==> config.mk <==
export PLATFORM = sky130hd
export DESIGN_NAME = subn_soma
export DESIGN_NICKNAME = d
export VERILOG_FILES = /design/src/rtl/subn_soma.sv
export SDC_FILE = /design/constraint.sdc
export NUM_CORES = 1
export LEC_CHECK = 0
export ABC_AREA = 1
export CAP_MARGIN = 10
export CORE_UTILIZATION = 45
export DETAILED_ROUTE_END_ITERATION = 10
export HOLD_SLACK_MARGIN = 0.06
export PLACE_DENSITY = 0.74
export SYNTH_ARGS = -nofsm -noshare
export SYNTH_HDL_FRONTEND = slang
export SYNTH_SLANG_ARGS = --single-unit
export TNS_END_PERCENT = 30
==> constraint.sdc <==
create_clock -name i_clk -period 3.5 [get_ports i_clk]
set_input_delay 0.7 -clock i_clk [delete_from_list [all_inputs] [get_ports i_clk]]
set_output_delay 0.7 -clock i_clk [all_outputs]
set_load 0.01 [all_outputs]
==> src/rtl/subn_soma.sv <==
// Spiking soma: evaluates the summed synapse potential against an adaptive
// threshold, emits a one-cycle spike, then holds off for a refractory period.
module subn_soma #(
    parameter int p_width = 8,
    parameter int p_shift = 8,
    parameter logic [p_width+p_shift+3:0] p_thr_init = 20'h08000,
    parameter logic [p_width+p_shift+3:0] p_thr_min  = 20'h00400,
    parameter int p_thr_dec      = 1,
    parameter int p_decay_period = 256,
    parameter int p_refract      = 4
) (
    input  logic                           i_clk,
    input  logic                           i_rst,
    input  logic                           i_en,
    input  logic [9:0]                     i_sync,
    input  logic [p_width+p_shift+3:0]     i_s,
    input  logic                           i_reward,
    output logic                           o_spike,
    output logic                           o_busy,
    output logic [p_width+p_shift+3:0]     o_potential,
    output logic [p_width+p_shift+3:0]     o_thr
);

    localparam int W   = p_width + p_shift + 4;
    localparam int DCW = $clog2(p_decay_period);
    localparam int RCW = $clog2(p_refract + 1);

    localparam logic [W-1:0]   THR_DEC   = W'(p_thr_dec);
    localparam logic [W:0]     DEC_LIMIT = {1'b0, p_thr_min} + {1'b0, THR_DEC};
    localparam logic [DCW-1:0] DCNT_LAST = DCW'(p_decay_period - 1);
    localparam logic [RCW-1:0] RCNT_LOAD = RCW'(p_refract);

    // state   | meaning
    // IDLE    | waiting for an enabled sync strobe
    // EVAL    | capture i_s, compare against threshold
    // FIRE    | spike cycle, optional reward load of threshold
    // REFRACT | hold-off, syncs dropped
    typedef enum logic [1:0] {
        S_IDLE,
        S_EVAL,
        S_FIRE,
        S_REFRACT
    } state_t;

    state_t         state_q, state_d;
    logic [W-1:0]   pot_q, pot_d;
    logic [W-1:0]   thr_q, thr_d;
    logic [W-1:0]   thr_decayed;
    logic [DCW-1:0] dcnt_q, dcnt_d;
    logic [RCW-1:0] rcnt_q, rcnt_d;
    logic           tick;
    logic           spike;

    always_ff @(posedge i_clk) begin
        if (i_rst) begin
            state_q <= S_IDLE;
            pot_q   <= '0;
            thr_q   <= p_thr_init;
            dcnt_q  <= '0;
            rcnt_q  <= '0;
        end else begin
            state_q <= state_d;
            pot_q   <= pot_d;
            thr_q   <= thr_d;
            dcnt_q  <= dcnt_d;
            rcnt_q  <= rcnt_d;
        end
    end

    assign tick   = (dcnt_q == DCNT_LAST);
    assign dcnt_d = tick ? '0 : dcnt_q + DCW'(1);

    // Thresholds already under the floor (reward-loaded) are left alone.
    always_comb begin
        thr_decayed = thr_q;
        if ({1'b0, thr_q} >= DEC_LIMIT) begin
            thr_decayed = thr_q - THR_DEC;
        end else if (thr_q >= p_thr_min) begin
            thr_decayed = p_thr_min;
        end
    end

    always_comb begin
        state_d = state_q;
        pot_d   = pot_q;
        thr_d   = tick ? thr_decayed : thr_q;
        rcnt_d  = rcnt_q;
        spike   = 1'b0;
        case (state_q)
            S_IDLE: begin
                if ((i_sync != '0) && i_en) begin
                    state_d = S_EVAL;
                end
            end
            S_EVAL: begin
                pot_d   = i_s;
                state_d = (i_s >= thr_q) ? S_FIRE : S_IDLE;
            end
            S_FIRE: begin
                spike   = 1'b1;
                // reward load overrides a coincident decay tick
                if (i_reward) begin
                    thr_d = pot_q;
                end
                rcnt_d  = RCNT_LOAD;
                state_d = S_REFRACT;
            end
            S_REFRACT: begin
                rcnt_d = rcnt_q - RCW'(1);
                if (rcnt_q <= RCW'(1)) begin
                    state_d = S_IDLE;
                end
            end
            default: begin
                state_d = S_IDLE;
            end
        endcase
    end

    assign o_spike     = spike;
    assign o_busy      = (state_q != S_IDLE);
    assign o_potential = pot_q;
    assign o_thr       = thr_q;

endmodule

==> metrics.txt, run 1 <==
status=completed; vias=3452; fraction of synthesized area in multiplexers=0; Routed Antenna Nets=0; MaxCap Viol Count=0; pins over their slew limit=0; Worst IR Drop VDD=0.0001956 V; Seq/Total Area, Yosys=0.3210; Synth Area in Adders=0.09463; IO Pins=76; insertion delay to the later sink of the worst-skew pair=310 ps; die height=87.71 um; Post-Syn Area=0.003306 sq mm; largest net degree at the start of global routing=28; drc violations=0; router iterations before antenna repair=5; final net count=626; min Tclk post-route=2319 ps; placed cells=656; # fillers=651; slowest cell on the critical path=inv_2; Reg clk slew, reported paths=90 ps; clock root buffer=clkbuf_8; largest family of logic cells by synthesized area=simple AND/OR/NAND/NOR gates; Area growth, synth to finish=26.95%; # H-tree levels=2; library cells used by synthesis=31; RSZ-0062 raised after global routing=no; Pleak=1.872 nW; HPWL Detailed=7.246 mm; peak per-stage delay on the critical path=480 ps; row cnt=30; Avg WL per Cell=14.06 um; endpoint class of the critical path=register; Seq cells post-synth=53; Final setup viols=0; clk sinks=53; routability cong.=0.9161; Final Non-Filler Cells=664; Iteration-0 DRC Markers=216; number of global-route vias before repair=3193; post-cts resize count=0; post-synthesis instance total=498; final total power=1.459 mW; Via-to-Cell Ratio=5.199; fmax=431.2 MHz; worst hold-check path type=reg -> reg; WS Path Type=reg -> reg; # diodes=0; Synth Area in XOR/XNOR=0.03179; die area=0.007693 sq mm; core area=0.006944 sq mm; pre-CTS WS=1086 ps; placed inst area=0.004114 sq mm; final hold violations=0; CTS Buf Count=5; Simple-Gate Fraction of Synth Area=0.2998; yosys warns=0; worst-path fanout max=22; Critical Path AT=2570 ps; Total GRT Usage=0.2539; Worst Slack Setup Final=1181 ps; share of cells above drive strength 1=0.05282; CP Cell Sequence=ha_1 -> nand2_1 -> inv_1 -> nand3_1 -> nor2_1 -> nand2_1 -> inv_2 -> nand2_1 -> nand2_1 -> nand2_1 -> nand2_1 -> nand2_1 -> nor2_1; initial antenna violation count=0; crit-path most repeated cell=nand2_1; fin util=0.6043; final wirelength=9.338 mm; Finished Cell Area=0.004197 sq mm; skew final=4.975 ps; Post-CTS Repair Setup Buffers=0; commonest non-fill, non-tap cells in the layout=nand2_1, clkdlybuf4s50_1, nor2_1; commonest non-fill, non-tap cell in the layout=nand2_1; CP Launch Type=register; Syn Area/Cell=6.638 sq um; CTS max path bufs=2; Die Span X=87.71 um; Final period util=0.6627; Req. time, crit path=3750 ps; total negative slack=0 ps; syn_nets=557; CTS tree=yes; Initial Utilization=0.4760; worst-margin pin slew=616.8 ps; Port Buffer Count=75; grt total ovfl=0; Hold WS=451.8 ps; Compound-Gate Fraction of Synth Area=0.1556; first-pass GRT wire length=15.13 mm; hold_buf cts=0; Slew Limit Headroom=0.5878; cell area power density=347.6 mW/mm^2
[synthesized netlist by cell type (all sizes together)]
cell       n  area (sq um)
nand2    105         401.6
nor2      76         310.3
inv       63         236.5
a21oi     53         269.0
dfxtp     53          1061
o21ai     43         215.2
nand3     32         182.7
ha        25         312.8
xor2      12         105.1
buf        8         55.05
clkbuf     8         30.03
nand4      7         43.79
nor3       4         20.02
nor4       3         18.77
a2bb2oi    1         8.760
a31oi      1         6.260
nand3b     1         7.510
o211ai     1         7.510
o21a       1         7.510
or2        1         6.260
[final cells by class]
cell class | count | area, sq um | area share
Clock buffer | 6 | 72.57 | 0.01729
Clock inverter | 2 | 10.01 | 0.002385
Inverter | 63 | 236.5 | 0.05635
Multi-Input combinational cell | 366 | 1923 | 0.4583
Sequential cell | 53 | 1061 | 0.2528
Tap cell | 96 | 120.1 | 0.02862
Timing Repair Buffer | 78 | 773.2 | 0.1843
[state kept, by name, indices dropped and copies added, names as in the netlist, named ones only]
name         count
dcnt_q           8
o_potential     20
o_thr           20
rcnt_q           3
state_q          1
[critical path: cells and delay by family, from the launching register on]
kind | cells | cell delay [ps]
and+or+nand+nor | 10 | 1150
adders and majority gates | 1 | 170
buffers and inverters | 2 | 560
DFF | 1 | 360
[path summary, 6_finish.rpt]
check	start	endpoint	slack [ps]	cells past startpoint
setup / recovery	dcnt_q[0]	o_thr[1]	1180	13
hold / removal	dcnt_q[0]	dcnt_q[0]	450	1
setup reg to reg	dcnt_q[0]	o_thr[1]	1180	13
hold reg to reg	dcnt_q[0]	dcnt_q[0]	450	1
[per-layer routing]
layer / GRT usage / vias to the layer above / part of all wire
met5: 0 / - / 0
met4: 0.07750 / 0 / 0.014
met3: 0.03299 / 10 / 0.057
met2: 0.3996 / 122 / 0.46
met1: 0.3606 / 1569 / 0.47
li1: - / 1751 / -
[power breakdown]
| group | internal, mW | switching (mW) |
|---|---|---|
| registers | 0.642 | 0.0411 |
| logic | 0.192 | 0.238 |
| clock network | 0.139 | 0.205 |
| total | 0.974 | 0.485 |
[kinds of logic after synthesis]
family          count (synthesis)
flops                          53
simple gates                  229
compound gates                100
xor+xnor                       12
buf+inv                        79
fa+ha+maj                      25
(Power assumes the default switching activity.)
==> inputs of run 2 (changes only) <==
Settings changed: PLACE_DENSITY 0.74 to 0.77.
Clock period 3.5 ns to 2.06 ns, I/O delays scaled along.
==> metrics.txt, run 2 (synthesis gave the netlist of run 1 again) <==
initial antenna violation count=0 (unchanged); Iteration-0 DRC Markers=200 (-7.4%); hold_buf cts=0 (unchanged); drc violations=0 (unchanged); Final period util=0.9556; Slew Limit Headroom=0.7119 (+0.1241); min Tclk post-route=1968 ps; Die Span X=87.71 um (unchanged); endpoint class of the critical path=output port; worst-margin pin slew=431.6 ps (-185.3 ps); WS Path Type=reg -> out; routability cong.=0.8987 (-1.9%); pins over their slew limit=0 (unchanged); Final Non-Filler Cells=671 (+1.1%); # H-tree levels=2 (unchanged); MaxCap Viol Count=0 (unchanged); Post-CTS Repair Setup Buffers=0 (unchanged); Final setup viols=0 (unchanged); final wirelength=9.220 mm (-1.3%); fmax=508.0 MHz; Worst IR Drop VDD=0.0003328 V (+70%); cell area power density=615.9 mW/mm^2 (+77%); router iterations before antenna repair=5 (unchanged); placed cells=663 (+1.1%); RSZ-0062 raised after global routing=no; # fillers=640 (-1.7%); final net count=633 (+1.1%); worst-path fanout max=6 (-73%); # diodes=0 (unchanged); die area=0.007693 sq mm (unchanged); status=completed; CTS tree=yes; Via-to-Cell Ratio=5.200 (about the same); core area=0.006944 sq mm (unchanged); CP Launch Type=register; worst hold-check path type=reg -> reg; IO Pins=76 (unchanged); die height=87.71 um (unchanged); grt total ovfl=0 (unchanged); first-pass GRT wire length=15.19 mm (+0.36%); row cnt=30 (unchanged); Port Buffer Count=75 (unchanged); Pleak=1.922 nW (+2.7%); total negative slack=0 ps (unchanged); CTS Buf Count=5 (unchanged); final total power=2.648 mW (+82%); Total GRT Usage=0.2537 (about the same); insertion delay to the later sink of the worst-skew pair=310 ps (about the same); Req. time, crit path=1650 ps (-2100 ps); Reg clk slew, reported paths=100 ps (about the same); final hold violations=0 (unchanged); clk sinks=53 (unchanged); HPWL Detailed=7.153 mm (-1.3%); Area growth, synth to finish=30.05%; slowest cell on the critical path=clkdlybuf4s50_1; Avg WL per Cell=13.74 um (-2.3%); clock root buffer=clkbuf_8; peak per-stage delay on the critical path=550 ps (+70 ps); CTS max path bufs=2 (unchanged); largest net degree at the start of global routing=38 (+36%); commonest non-fill, non-tap cell in the layout=nand2_1; post-cts resize count=0 (unchanged); CP Cell Sequence=inv_2 -> nor2_2 -> clkdlybuf4s50_1; Critical Path AT=1560 ps (-1010 ps); share of cells above drive strength 1=0.06609 (+0.01327); commonest non-fill, non-tap cells in the layout=nand2_1, clkdlybuf4s50_1, nor2_1; Routed Antenna Nets=0 (unchanged); skew final=7.203 ps (+2.228 ps); vias=3489 (+1.1%); fin util=0.6191 (+0.01477); number of global-route vias before repair=3340 (+4.6%); Initial Utilization=0.4760 (unchanged)
run 2: stage by stage:
stage	worst slack (ps)	hold slack (ps)	area (sq um)
floorplan	352.3	417.6	3306
global placement	115.2	432.6	4179
detailed placement	31.66	442.5	4179
CTS	71.78	456.0	4299
global route	3.614	488.2	4299
finish	91.56	452.5	4299
run 2: report_power, final:
part,switching [mW],leakage [nW],internal (mW),total [mW]
registers,0.0686,0.433,1.09,1.16
logic,0.407,1.43,0.338,0.745
clock network,0.348,0.0574,0.395,0.743
run 2: critical path, delay by kind of cell, from the launching register on:
kind / cells / cell delay, ps
AND/OR/NAND/NOR: 1 / 140
buffers and inverters: 2 / 650
flip-flops: 1 / 460
run 2: metal layers:
metal  up-vias  part of all wire  track usage
met4         0             0.013      0.07303
li1       1768                 -            -
met2       128              0.47       0.4285
met5         -                 0            0
met1      1583              0.45       0.3345
met3        10             0.069      0.03864
run 2: area by class of cell:
type | count | area (sq um) | share of cell area
multi-input cells | 366 | 1923 | 0.4473
flip-flops and latches | 53 | 1061 | 0.2468
repair buffers | 85 | 838.3 | 0.1950
inverters | 63 | 236.5 | 0.05501
well taps | 96 | 120.1 | 0.02794
clock buffers | 6 | 82.58 | 0.01921
clock inverters | 2 | 37.54 | 0.008731
run 2: final timing paths:
kind,slack (ps),to,depth (start not counted),start
max,90,o_spike,3,register
min,450,dcnt_q[0],1,dcnt_q[0]
max reg2reg,190,o_thr[1],13,dcnt_q[0]
min reg2reg,450,dcnt_q[0],1,dcnt_q[0]
